===== config.mk =====
export PLATFORM = sky130hd
export DESIGN_NAME = cu_pe_lookup_ctrl_flat
export DESIGN_NICKNAME = d
export VERILOG_FILES = /design/src/rtl/cu_pe_pkg.sv /design/src/rtl/cu_pe_lookup_ctrl_if.sv /design/src/rtl/lat_cnt.sv /design/src/rtl/cu_pe_lookup_ctrl.sv /design/src/flat_wrapper.sv
export SDC_FILE = /design/constraint.sdc
export NUM_CORES = 1
export LEC_CHECK = 0
export CORE_MARGIN = 10
export CORE_UTILIZATION = 45
export CTS_BUF_LIST = sky130_fd_sc_hd__clkbuf_4
export DETAILED_ROUTE_END_ITERATION = 7
export DONT_BUFFER_PORTS = 1
export HOLD_SLACK_MARGIN = 0.06
export PLACE_DENSITY = 0.65
export SYNTH_ARGS = -nofsm -noshare
export SYNTH_HDL_FRONTEND = slang
export SYNTH_SLANG_ARGS = --single-unit

===== constraint.sdc =====
create_clock -name clk -period 3.4 [get_ports clk]
set_input_delay 1.02 -clock clk [delete_from_list [all_inputs] [get_ports clk]]
set_output_delay 1.02 -clock clk [all_outputs]
set_load 0.05 [all_outputs]

===== src/rtl/cu_pe_pkg.sv =====
// Shared definitions for the BRAM->CU->TCAM->PE lookup controller.
// Holds the FSM state encoding, the datapath width defaults, the pipeline
// latency default and a saturating-increment helper for the stats counters.
package cu_pe_pkg;

    localparam int unsigned ADDR_W       = 2;
    localparam int unsigned DATA_W       = 36;
    localparam int unsigned IDX_W        = 8;
    localparam int unsigned PIPE_LAT_DEF = 3;
    localparam int unsigned CNT_W        = 4;
    localparam int unsigned STAT_W       = 16;

    typedef enum logic [2:0] {
        S_IDLE  = 3'd0,
        S_WRITE = 3'd1,
        S_READ  = 3'd2,
        S_WAIT  = 3'd3,
        S_CAPT  = 3'd4,
        S_RESP  = 3'd5
    } state_t;

    // Increment that sticks at all-ones instead of wrapping.
    function automatic logic [STAT_W-1:0] sat_inc(input logic [STAT_W-1:0] v);
        return (v == {STAT_W{1'b1}}) ? v : v + STAT_W'(1);
    endfunction

endpackage


===== src/rtl/cu_pe_lookup_ctrl_if.sv =====
// Bus bundle between the host/datapath side and cu_pe_lookup_ctrl.
// Carries: command channel (cmd_*), shared BRAM port (bram_*), priority
// encoder result (pe_*), response channel (rsp_*) and busy.
// With CU_PE_LOOKUP_STATS_EN defined it also carries hit_cnt/miss_cnt.
// master: host/datapath side; slave: the controller.
interface cu_pe_lookup_ctrl_if;

    logic                           cmd_valid;
    logic                           cmd_ready;
    logic                           cmd_wr;
    logic [cu_pe_pkg::ADDR_W-1:0]   cmd_addr;
    logic [cu_pe_pkg::DATA_W-1:0]   cmd_data;
    logic                           bram_ena;
    logic                           bram_wea;
    logic [cu_pe_pkg::ADDR_W-1:0]   bram_addr;
    logic [cu_pe_pkg::DATA_W-1:0]   bram_din;
    logic [cu_pe_pkg::IDX_W-1:0]    pe_idx;
    logic                           pe_valid;
    logic                           rsp_valid;
    logic                           rsp_ready;
    logic [cu_pe_pkg::IDX_W-1:0]    rsp_idx;
    logic                           rsp_hit;
    logic                           busy;
`ifdef CU_PE_LOOKUP_STATS_EN
    logic [cu_pe_pkg::STAT_W-1:0]   hit_cnt;
    logic [cu_pe_pkg::STAT_W-1:0]   miss_cnt;
`endif

    modport master (
        output cmd_valid, cmd_wr, cmd_addr, cmd_data, pe_idx, pe_valid, rsp_ready,
        input  cmd_ready, bram_ena, bram_wea, bram_addr, bram_din,
        input  rsp_valid, rsp_idx, rsp_hit, busy
`ifdef CU_PE_LOOKUP_STATS_EN
        , input hit_cnt, miss_cnt
`endif
    );

    modport slave (
        input  cmd_valid, cmd_wr, cmd_addr, cmd_data, pe_idx, pe_valid, rsp_ready,
        output cmd_ready, bram_ena, bram_wea, bram_addr, bram_din,
        output rsp_valid, rsp_idx, rsp_hit, busy
`ifdef CU_PE_LOOKUP_STATS_EN
        , output hit_cnt, miss_cnt
`endif
    );

endinterface


===== src/rtl/lat_cnt.sv =====
// Loadable 4-bit down-counter used to wait out the CU/TCAM/PE pipeline.
// Ports: clk, rst (sync, active-high), load/load_val (load has priority),
// dec (decrement, ignored at zero), cnt_zero_c (combinational zero flag).
module lat_cnt
    import cu_pe_pkg::*;
(
    input  logic             clk,
    input  logic             rst,
    input  logic             load,
    input  logic [CNT_W-1:0] load_val,
    input  logic             dec,
    output logic             cnt_zero_c
);

    logic [CNT_W-1:0] cnt_q;
    logic [CNT_W-1:0] cnt_d;

    always_comb begin
        cnt_d = cnt_q;
        if (load) begin
            cnt_d = load_val;
        end else if (dec && (cnt_q != '0)) begin
            cnt_d = cnt_q - CNT_W'(1);
        end
    end

    always_ff @(posedge clk) begin
        if (rst) begin
            cnt_q <= '0;
        end else begin
            cnt_q <= cnt_d;
        end
    end

    assign cnt_zero_c = (cnt_q == '0);

endmodule


===== src/rtl/cu_pe_lookup_ctrl.sv =====
// Command sequencer for the BRAM->CU->TCAM->PE lookup datapath.
// Accepts write/search commands, drives the shared BRAM port, waits
// PIPE_LAT cycles after the read, captures the priority-encoder result and
// returns it on the response channel. All bus outputs are registered and
// reflect the state being entered, so each state's outputs appear in it.
// Ports: clk, rst (sync, active-high), bus (cu_pe_lookup_ctrl_if.slave).
// Optional: CU_PE_LOOKUP_STATS_EN adds saturating hit/miss counters.
module cu_pe_lookup_ctrl
    import cu_pe_pkg::*;
#(
    parameter int unsigned PIPE_LAT = PIPE_LAT_DEF
) (
    input  logic                 clk,
    input  logic                 rst,
    cu_pe_lookup_ctrl_if.slave   bus
);

    state_t              state_q, state_d;
    logic                cmd_ready_q, cmd_ready_d;
    logic                busy_q, busy_d;
    logic                bram_ena_q, bram_ena_d;
    logic                bram_wea_q, bram_wea_d;
    logic [ADDR_W-1:0]   bram_addr_q, bram_addr_d;
    logic [DATA_W-1:0]   bram_din_q, bram_din_d;
    logic                rsp_valid_q, rsp_valid_d;
    logic [IDX_W-1:0]    rsp_idx_q, rsp_idx_d;
    logic                rsp_hit_q, rsp_hit_d;
    logic                cnt_load;
    logic                cnt_dec;
    logic                cnt_zero_c;

    // WAIT lasts PIPE_LAT cycles: load PIPE_LAT-1, leave once zero is seen.
    lat_cnt u_lat_cnt (
        .clk        (clk),
        .rst        (rst),
        .load       (cnt_load),
        .load_val   (CNT_W'(PIPE_LAT - 1)),
        .dec        (cnt_dec),
        .cnt_zero_c (cnt_zero_c)
    );

    // Next-state and next-output logic.
    always_comb begin
        state_d     = state_q;
        bram_ena_d  = 1'b0;
        bram_wea_d  = 1'b0;
        bram_addr_d = bram_addr_q;
        bram_din_d  = bram_din_q;
        rsp_idx_d   = rsp_idx_q;
        rsp_hit_d   = rsp_hit_q;
        cnt_load    = 1'b0;
        cnt_dec     = 1'b0;

        case (state_q)
            S_IDLE: begin
                if (bus.cmd_valid) begin
                    bram_addr_d = bus.cmd_addr;
                    bram_ena_d  = 1'b1;
                    if (bus.cmd_wr) begin
                        bram_din_d = bus.cmd_data;
                        bram_wea_d = 1'b1;
                        state_d    = S_WRITE;
                    end else begin
                        state_d    = S_READ;
                    end
                end
            end
            S_WRITE: state_d = S_IDLE;
            S_READ: begin
                cnt_load = 1'b1;
                state_d  = S_WAIT;
            end
            S_WAIT: begin
                if (cnt_zero_c) begin
                    state_d = S_CAPT;
                end else begin
                    cnt_dec = 1'b1;
                end
            end
            S_CAPT: begin
                rsp_hit_d = bus.pe_valid;
                rsp_idx_d = bus.pe_valid ? bus.pe_idx : '0;
                state_d   = S_RESP;
            end
            S_RESP: begin
                if (bus.rsp_ready) begin
                    state_d = S_IDLE;
                end
            end
            default: state_d = S_IDLE;
        endcase

        cmd_ready_d = (state_d == S_IDLE);
        busy_d      = (state_d != S_IDLE);
        rsp_valid_d = (state_d == S_RESP);
    end

    always_ff @(posedge clk) begin
        if (rst) begin
            state_q     <= S_IDLE;
            cmd_ready_q <= 1'b1;
            busy_q      <= 1'b0;
            bram_ena_q  <= 1'b0;
            bram_wea_q  <= 1'b0;
            bram_addr_q <= '0;
            bram_din_q  <= '0;
            rsp_valid_q <= 1'b0;
            rsp_idx_q   <= '0;
            rsp_hit_q   <= 1'b0;
        end else begin
            state_q     <= state_d;
            cmd_ready_q <= cmd_ready_d;
            busy_q      <= busy_d;
            bram_ena_q  <= bram_ena_d;
            bram_wea_q  <= bram_wea_d;
            bram_addr_q <= bram_addr_d;
            bram_din_q  <= bram_din_d;
            rsp_valid_q <= rsp_valid_d;
            rsp_idx_q   <= rsp_idx_d;
            rsp_hit_q   <= rsp_hit_d;
        end
    end

    assign bus.cmd_ready = cmd_ready_q;
    assign bus.busy      = busy_q;
    assign bus.bram_ena  = bram_ena_q;
    assign bus.bram_wea  = bram_wea_q;
    assign bus.bram_addr = bram_addr_q;
    assign bus.bram_din  = bram_din_q;
    assign bus.rsp_valid = rsp_valid_q;
    assign bus.rsp_idx   = rsp_idx_q;
    assign bus.rsp_hit   = rsp_hit_q;

`ifdef CU_PE_LOOKUP_STATS_EN
    logic [STAT_W-1:0] hit_cnt_q, hit_cnt_d;
    logic [STAT_W-1:0] miss_cnt_q, miss_cnt_d;

    // One count per capture, steered by the match flag.
    always_comb begin
        hit_cnt_d  = hit_cnt_q;
        miss_cnt_d = miss_cnt_q;
        if (state_q == S_CAPT) begin
            if (bus.pe_valid) begin
                hit_cnt_d = sat_inc(hit_cnt_q);
            end else begin
                miss_cnt_d = sat_inc(miss_cnt_q);
            end
        end
    end

    always_ff @(posedge clk) begin
        if (rst) begin
            hit_cnt_q  <= '0;
            miss_cnt_q <= '0;
        end else begin
            hit_cnt_q  <= hit_cnt_d;
            miss_cnt_q <= miss_cnt_d;
        end
    end

    assign bus.hit_cnt  = hit_cnt_q;
    assign bus.miss_cnt = miss_cnt_q;
`endif

endmodule


===== src/flat_wrapper.sv =====
// flat-port wrapper written by rule: the top's interface ports become plain ports
module cu_pe_lookup_ctrl_flat import cu_pe_pkg::*;
#(
    parameter int unsigned PIPE_LAT = PIPE_LAT_DEF
)
  (clk, rst, bus_cmd_valid, bus_cmd_wr, bus_cmd_addr, bus_cmd_data, bus_pe_idx, bus_pe_valid, bus_rsp_ready, bus_cmd_ready, bus_bram_ena, bus_bram_wea, bus_bram_addr, bus_bram_din, bus_rsp_valid, bus_rsp_idx, bus_rsp_hit, bus_busy);
  cu_pe_lookup_ctrl_if bus_i ();
  input  logic clk;
  input  logic rst;
  input wire logic [$bits(bus_i.cmd_valid)-1:0] bus_cmd_valid;
  input wire logic [$bits(bus_i.cmd_wr)-1:0] bus_cmd_wr;
  input wire logic [$bits(bus_i.cmd_addr)-1:0] bus_cmd_addr;
  input wire logic [$bits(bus_i.cmd_data)-1:0] bus_cmd_data;
  input wire logic [$bits(bus_i.pe_idx)-1:0] bus_pe_idx;
  input wire logic [$bits(bus_i.pe_valid)-1:0] bus_pe_valid;
  input wire logic [$bits(bus_i.rsp_ready)-1:0] bus_rsp_ready;
  output wire logic [$bits(bus_i.cmd_ready)-1:0] bus_cmd_ready;
  output wire logic [$bits(bus_i.bram_ena)-1:0] bus_bram_ena;
  output wire logic [$bits(bus_i.bram_wea)-1:0] bus_bram_wea;
  output wire logic [$bits(bus_i.bram_addr)-1:0] bus_bram_addr;
  output wire logic [$bits(bus_i.bram_din)-1:0] bus_bram_din;
  output wire logic [$bits(bus_i.rsp_valid)-1:0] bus_rsp_valid;
  output wire logic [$bits(bus_i.rsp_idx)-1:0] bus_rsp_idx;
  output wire logic [$bits(bus_i.rsp_hit)-1:0] bus_rsp_hit;
  output wire logic [$bits(bus_i.busy)-1:0] bus_busy;
  assign bus_i.cmd_valid = bus_cmd_valid;
  assign bus_i.cmd_wr = bus_cmd_wr;
  assign bus_i.cmd_addr = bus_cmd_addr;
  assign bus_i.cmd_data = bus_cmd_data;
  assign bus_i.pe_idx = bus_pe_idx;
  assign bus_i.pe_valid = bus_pe_valid;
  assign bus_i.rsp_ready = bus_rsp_ready;
  assign bus_cmd_ready = bus_i.cmd_ready;
  assign bus_bram_ena = bus_i.bram_ena;
  assign bus_bram_wea = bus_i.bram_wea;
  assign bus_bram_addr = bus_i.bram_addr;
  assign bus_bram_din = bus_i.bram_din;
  assign bus_rsp_valid = bus_i.rsp_valid;
  assign bus_rsp_idx = bus_i.rsp_idx;
  assign bus_rsp_hit = bus_i.rsp_hit;
  assign bus_busy = bus_i.busy;
  cu_pe_lookup_ctrl #(.PIPE_LAT(PIPE_LAT)) u_core (.clk(clk), .rst(rst), .bus(bus_i));
endmodule

# Yosys cells after proc, flatten, opt, wreduce, memory -nomap -nowiden
# Index checks and enable logic that the tools add are counted.
# W data, S select, Z words.
[word_totals]
word_cells = 45
out_inout_bits = 52
rom_bits = 0
ff_bits = 59
n_memories = 0
latchBits = 0
mem_bits_rw = 0
input_bits = 52
[classes]
n_mul = 0
n_addsub = 1
bitwise_logic = 2
mux = 13
n_shift = 0
n_eq_ne = 5
div = 0
magnitude_cmp = 0
n_reduce_logical = 12
[ops]
columns = ["op", "count"]
rows = [
  ["$pmux W3 S5", 1],
  ["$eq A3 B3 Y1 const B", 3],
  ["$mux W3", 3],
  ["$mux W8", 1],
  ["$eq A3 B2 Y1 const B", 2],
  ["$logic_not A3 Y1", 2],
  ["$mux W2", 3],
  ["$mux W1", 5],
  ["$logic_not A4 Y1", 1],
  ["$reduce_bool A4 Y1", 1],
  ["$reduce_or A2 Y1", 2],
  ["$sub A4 B1 Y4 const B", 1],
  ["$reduce_and A3 Y1", 1],
  ["$reduce_bool A3 Y1", 1],
  ["$reduce_or A3 Y1", 1],
  ["$not A1 Y1", 2],
  ["$reduce_and A2 Y1", 1],
  ["$reduce_bool A2 Y1", 1],
  ["$logic_and A1 B1 Y1", 1],
]

# Depth between registers and ports, before layout
[depth]
ltp_word = 6
mapped_depth = 5
depth_no_buf = 5

# Cells and area by module
# From an unflattened synthesis, not the netlist that was laid out.
[unflattened]
hier_cells = 275
area_unflattened_um2 = 2288.4
[by_module_without_submodules]
columns = ["mod", "area_per_inst_um2", "cells_per_inst", "seq_area_each_um2", "instances"]
rows = [
  ["cu_pe_lookup_ctrl", 2025.7, 246, 1101.1, 1],
  ["lat_cnt", 262.8, 29, 80.1, 1],
]

# Worst setup path before layout
# No wires, ideal clock.
[synth_path]
kind = "in2reg"
startpoint = "input port bus_cmd_valid"
endpoint = "register u_core.bram_din_q[10] (netlist: u_core.bus.bram_din[10])"
slack_ps = 1437
path_stages = 4
arrival_time_ps = 1831
t_required_ps = 3268
setup_ps = 132
cell_sequence = "or4b_4 -> buf_6 -> o21ai_1 -> a21oi_1"
[synth_between]
elab_chain_cells = 1
[synth_lines]
columns = ["element", "line", "source"]
rows = [
  ["start, declared", "flat_wrapper.sv:10", "input wire logic [$bits(bus_i.cmd_valid)-1:0] bus_cmd_valid;"],
  ["$reduce_and A3 Y1 (no source line)", "n/a", ""],
  ["end signal, assigned", "cu_pe_lookup_ctrl.sv:117", "bram_din_q <= bram_din_d;"],
  ["end, declared", "cu_pe_lookup_ctrl.sv:24", "logic [DATA_W-1:0] bram_din_q, bram_din_d;"],
]
# Every way passes these cells.
# A chain may end at the register's enable or synchronous reset.

# Worst setup path in the final report
[layout_path]
startpoint = "register u_core.rsp_hit_q (netlist: u_core.bus.rsp_hit)"
endpoint = "output port bus_rsp_hit"
[layout_rtl]
columns = ["element", "line", "source"]
rows = [
  ["start, declared", "cu_pe_lookup_ctrl.sv:27", "logic rsp_hit_q, rsp_hit_d;"],
  ["start signal, assigned", "cu_pe_lookup_ctrl.sv:120", "rsp_hit_q <= rsp_hit_d;"],
  ["end, declared", "flat_wrapper.sv:24", "output wire logic [$bits(bus_i.rsp_hit)-1:0] bus_rsp_hit;"],
]
# No word-level cell between the ends.

==> summary.md <==
| Metric | Value |
|---|---|
| Status | `finished, final reports clean` |
| Avg Cell Area, Syn | `8.49 sq um` |
| Comb power frac | `8.8%` |
| Hpwl dp | `4170 microns` |
| Iteration count of the initial detailed-routing pass | `5` |
| Global-route wire length before repair | `9620 microns` |
| RSZ-0062 raised after global routing | `no` |
| H-tree depth | `3` |
| Setup violators final | `0` |
| Avg WL per Cell | `18.4 microns` |
| Antenna-violating nets left | `0` |
| Synthesized flop and latch total | `59` |
| Clk_skew | `0.00916 ns` |
| Post-Synthesis Cells | `275` |
| Drt initial violations | `101` |
| Post-Syn Nets | `328` |
| Die Span Y | `92.0 microns` |
| Switching share of total power | `32.7%` |
| Final setup TNS | `0 ns` |
| Req. time, crit path | `2.38 ns` |
| Vias per cell | `5.69` |
| DRC | `0` |
| Core ar. | `5070 sq um` |
| Hold Crit Class | `reg -> reg` |
| Largest net degree at the start of global routing | `59` |
| Vias in the first global route | `1804` |
| Peak Freq | `481 MHz` |
| Synth unique cells | `34` |
| Initial core utilization | `46.0%` |
| Power per cell area | `574 nW/um^2` |
| Root buffer cell | `clkbuf_4` |
| Worst slew pin tran | `0.540 ns` |
| WL final | `6170 microns` |
| Worst skew pair latency | `0.39 ns` |
| Postcts setup bufs | `0` |
| Slew headroom | `63.9%` |
| Nets | `314` |
| CTS tree | `yes` |
| Hold Violations, Final | `0` |
| Mapped cell area | `2330 sq um` |
| IO Pins | `104` |
| Fin crit share | `61.2%` |
| CP max FO | `2` |
| Fin crit period | `2.08 ns` |
| Leakage | `0.000782 uW` |
| Via count | `1911` |
| Antenna violations before repair | `0` |
| Max Cap Violations | `0` |
| Sequential fraction of the synthesis area | `50.6%` |
| FP Rows | `26` |
| Worst EP arrival | `1.06 ns` |
| N_diodes | `0` |
| Clk pwr share | `28.2%` |
| Worst-path clk slew | `0.09 ns` |
| Final slew viol count | `0` |
| Chip width | `92.0 microns` |
| Gpl congestion | `0.727` |
| P&R area growth vs syn | `2.84%` |
| Worst setup SP type | `register` |
| Sequential share of power | `63.0%` |
| CP Capture Type | `primary output` |
| Clock Sinks | `59` |
| Final hold slack | `0.518 ns` |
| Clock Tree Buf Depth | `2` |
| Int Power | `927 uW` |
| Port bufs | `0` |
| Psw | `451 uW` |
| Post-CTS resize count | `0` |
| Total CTS buffers | `9` |
| Max IR drop VDD | `0.192 mV` |
| Layout cells sized above 1 | `6.77%` |
| Total track usage | `14.2%` |
| Grt ovf | `0` |
| Worst setup path class | `reg -> out` |
| Die area | `8470 sq um` |
| # hold bufs at CTS | `0` |
| Ys Warns | `0` |
through the flow:
step | setup slack [ns] | instances | area, sq um | total power (uW) | utilization (%)
global route | 1.26 | 336 | 2400 | 1450 | 47.3
global placement | 1.28 | 320 | 2300 | 1000 | 45.3
detailed placement | 1.27 | 320 | 2300 | 1010 | 45.3
CTS | 1.28 | 336 | 2400 | 1400 | 47.3
finish | 1.32 | 336 | 2400 | 1380 | 47.3
floorplan | 1.44 | 275 | 2330 | 1000 | -
cell usage after synthesis:
cell / number / share of area [%]
a21o_1: 2 / 0.64
a21oi_1: 55 / 12
a221oi_1: 1 / 0.38
a31o_2: 1 / 0.38
and3b_1: 1 / 0.38
buf_1: 2 / 0.32
buf_2: 6 / 1.3
buf_4: 2 / 0.64
buf_6: 4 / 1.9
clkbuf_1: 12 / 1.9
clkbuf_2: 1 / 0.21
dfxtp_1: 59 / 51
ha_1: 1 / 0.54
inv_1: 4 / 0.64
nand2_1: 16 / 2.6
nand2b_1: 2 / 0.54
nand3_1: 45 / 9.7
nand3b_1: 2 / 0.64
nand4_1: 1 / 0.27
nor2_1: 3 / 0.48
nor2b_1: 4 / 1.1
nor3_1: 1 / 0.21
nor3b_1: 1 / 0.32
nor3b_4: 1 / 0.80
nor4_1: 1 / 0.27
nor4b_2: 1 / 0.64
o21ai_0: 4 / 0.86
o21ai_1: 36 / 7.7
o21bai_1: 1 / 0.32
o31a_1: 1 / 0.38
or3_1: 1 / 0.27
or3b_1: 1 / 0.38
or4_1: 1 / 0.32
or4b_4: 1 / 0.59
cells in the final DEF (no fill, tap or decap), drive strengths merged, types with 2 or more instances in the layout:
cell / count
clkinv: 5
nor3b: 2
inv: 4
nand2b: 2
o21ai: 40
nand3: 45
nand2: 16
clkbuf: 11
nand3b: 2
nor2: 3
dfxtp: 59
nor2b: 4
a21o: 2
a21oi: 55
buf: 2
layer usage:
layer | vias to the layer above | share of wire [%] | wire length, microns | GRT usage [%]
li1 | 945 | - | - | -
met1 | 893 | 38 | 2340 | 15.2
met2 | 66 | 53 | 3250 | 23.2
met3 | 7 | 8.6 | 529 | 6.28
met4 | 0 | 0.71 | 44 | 7.58
met5 | - | 0 | 0 | 0
power by group through the flow:
stage          Clock (uW)  Sequential, uW  Combinational [uW]
6_report              389             868                 121
4_1_cts               411             870                 122
3_3_place_gp            0             886                 119
2_1_floorplan           0             868                 137
3_5_place_dp            0             887                 122
5_1_grt               436             874                 138
logic make-up (layout without fill, tap and decap cells):
kind of cell / Yosys count / in the layout / synth area share, %
adder cells (fa/ha/maj): 1 / 1 / 0.536
AND/OR/NAND/NOR: 83 / 83 / 19.4
buffers and inverters: 31 / 22 / 6.97
flip-flops: 59 / 59 / 50.6
AO/OA/AOI/OAI: 101 / 101 / 22.5
final timing paths:
kind | startpoint | end | slack [ns] | depth (start not counted)
min reg2reg | u_core.u_lat_cnt.cnt_q[1] | u_core.u_lat_cnt.cnt_q[1] | 0.52 | 2
min | u_core.u_lat_cnt.cnt_q[1] | u_core.u_lat_cnt.cnt_q[1] | 0.52 | 2
max reg2reg | u_core.state_q[0] | u_core.bus.bram_din[9] | 1.71 | 3
max | u_core.bus.rsp_hit | bus_rsp_hit | 1.32 | 0
state kept, by name, summed over array words and instances, names as in the netlist:
register and count:
u_core.bus.busy 1, u_core.bus.rsp_hit 1, u_core.bus.bram_ena 1, u_core.bus.rsp_valid 1, u_core.bus.bram_addr 2, u_core.bus.rsp_idx 8
u_core.bus.bram_din 36, u_core.state_q 3, u_core.bus.bram_wea 1, u_core.bus.cmd_ready 1, u_core.u_lat_cnt.cnt_q 4
area by class of cell:
cell class | count | area (sq um)
fillers | 528 | 2680
clock buffers | 11 | 82.6
multi-input cells | 185 | 998
flip-flops and latches | 59 | 1180
repair buffers | 2 | 15.0
inverters | 4 | 15.0
clock inverters | 5 | 20.0
well taps | 70 | 87.6
worst reg2reg max path, stage by stage, from the launching register on:
cell and delay, ns:
dfxtp_1 0.48, or4b_4 0.78, o21ai_1 0.24, a21oi_1 0.09
(Power assumes the default switching activity.)
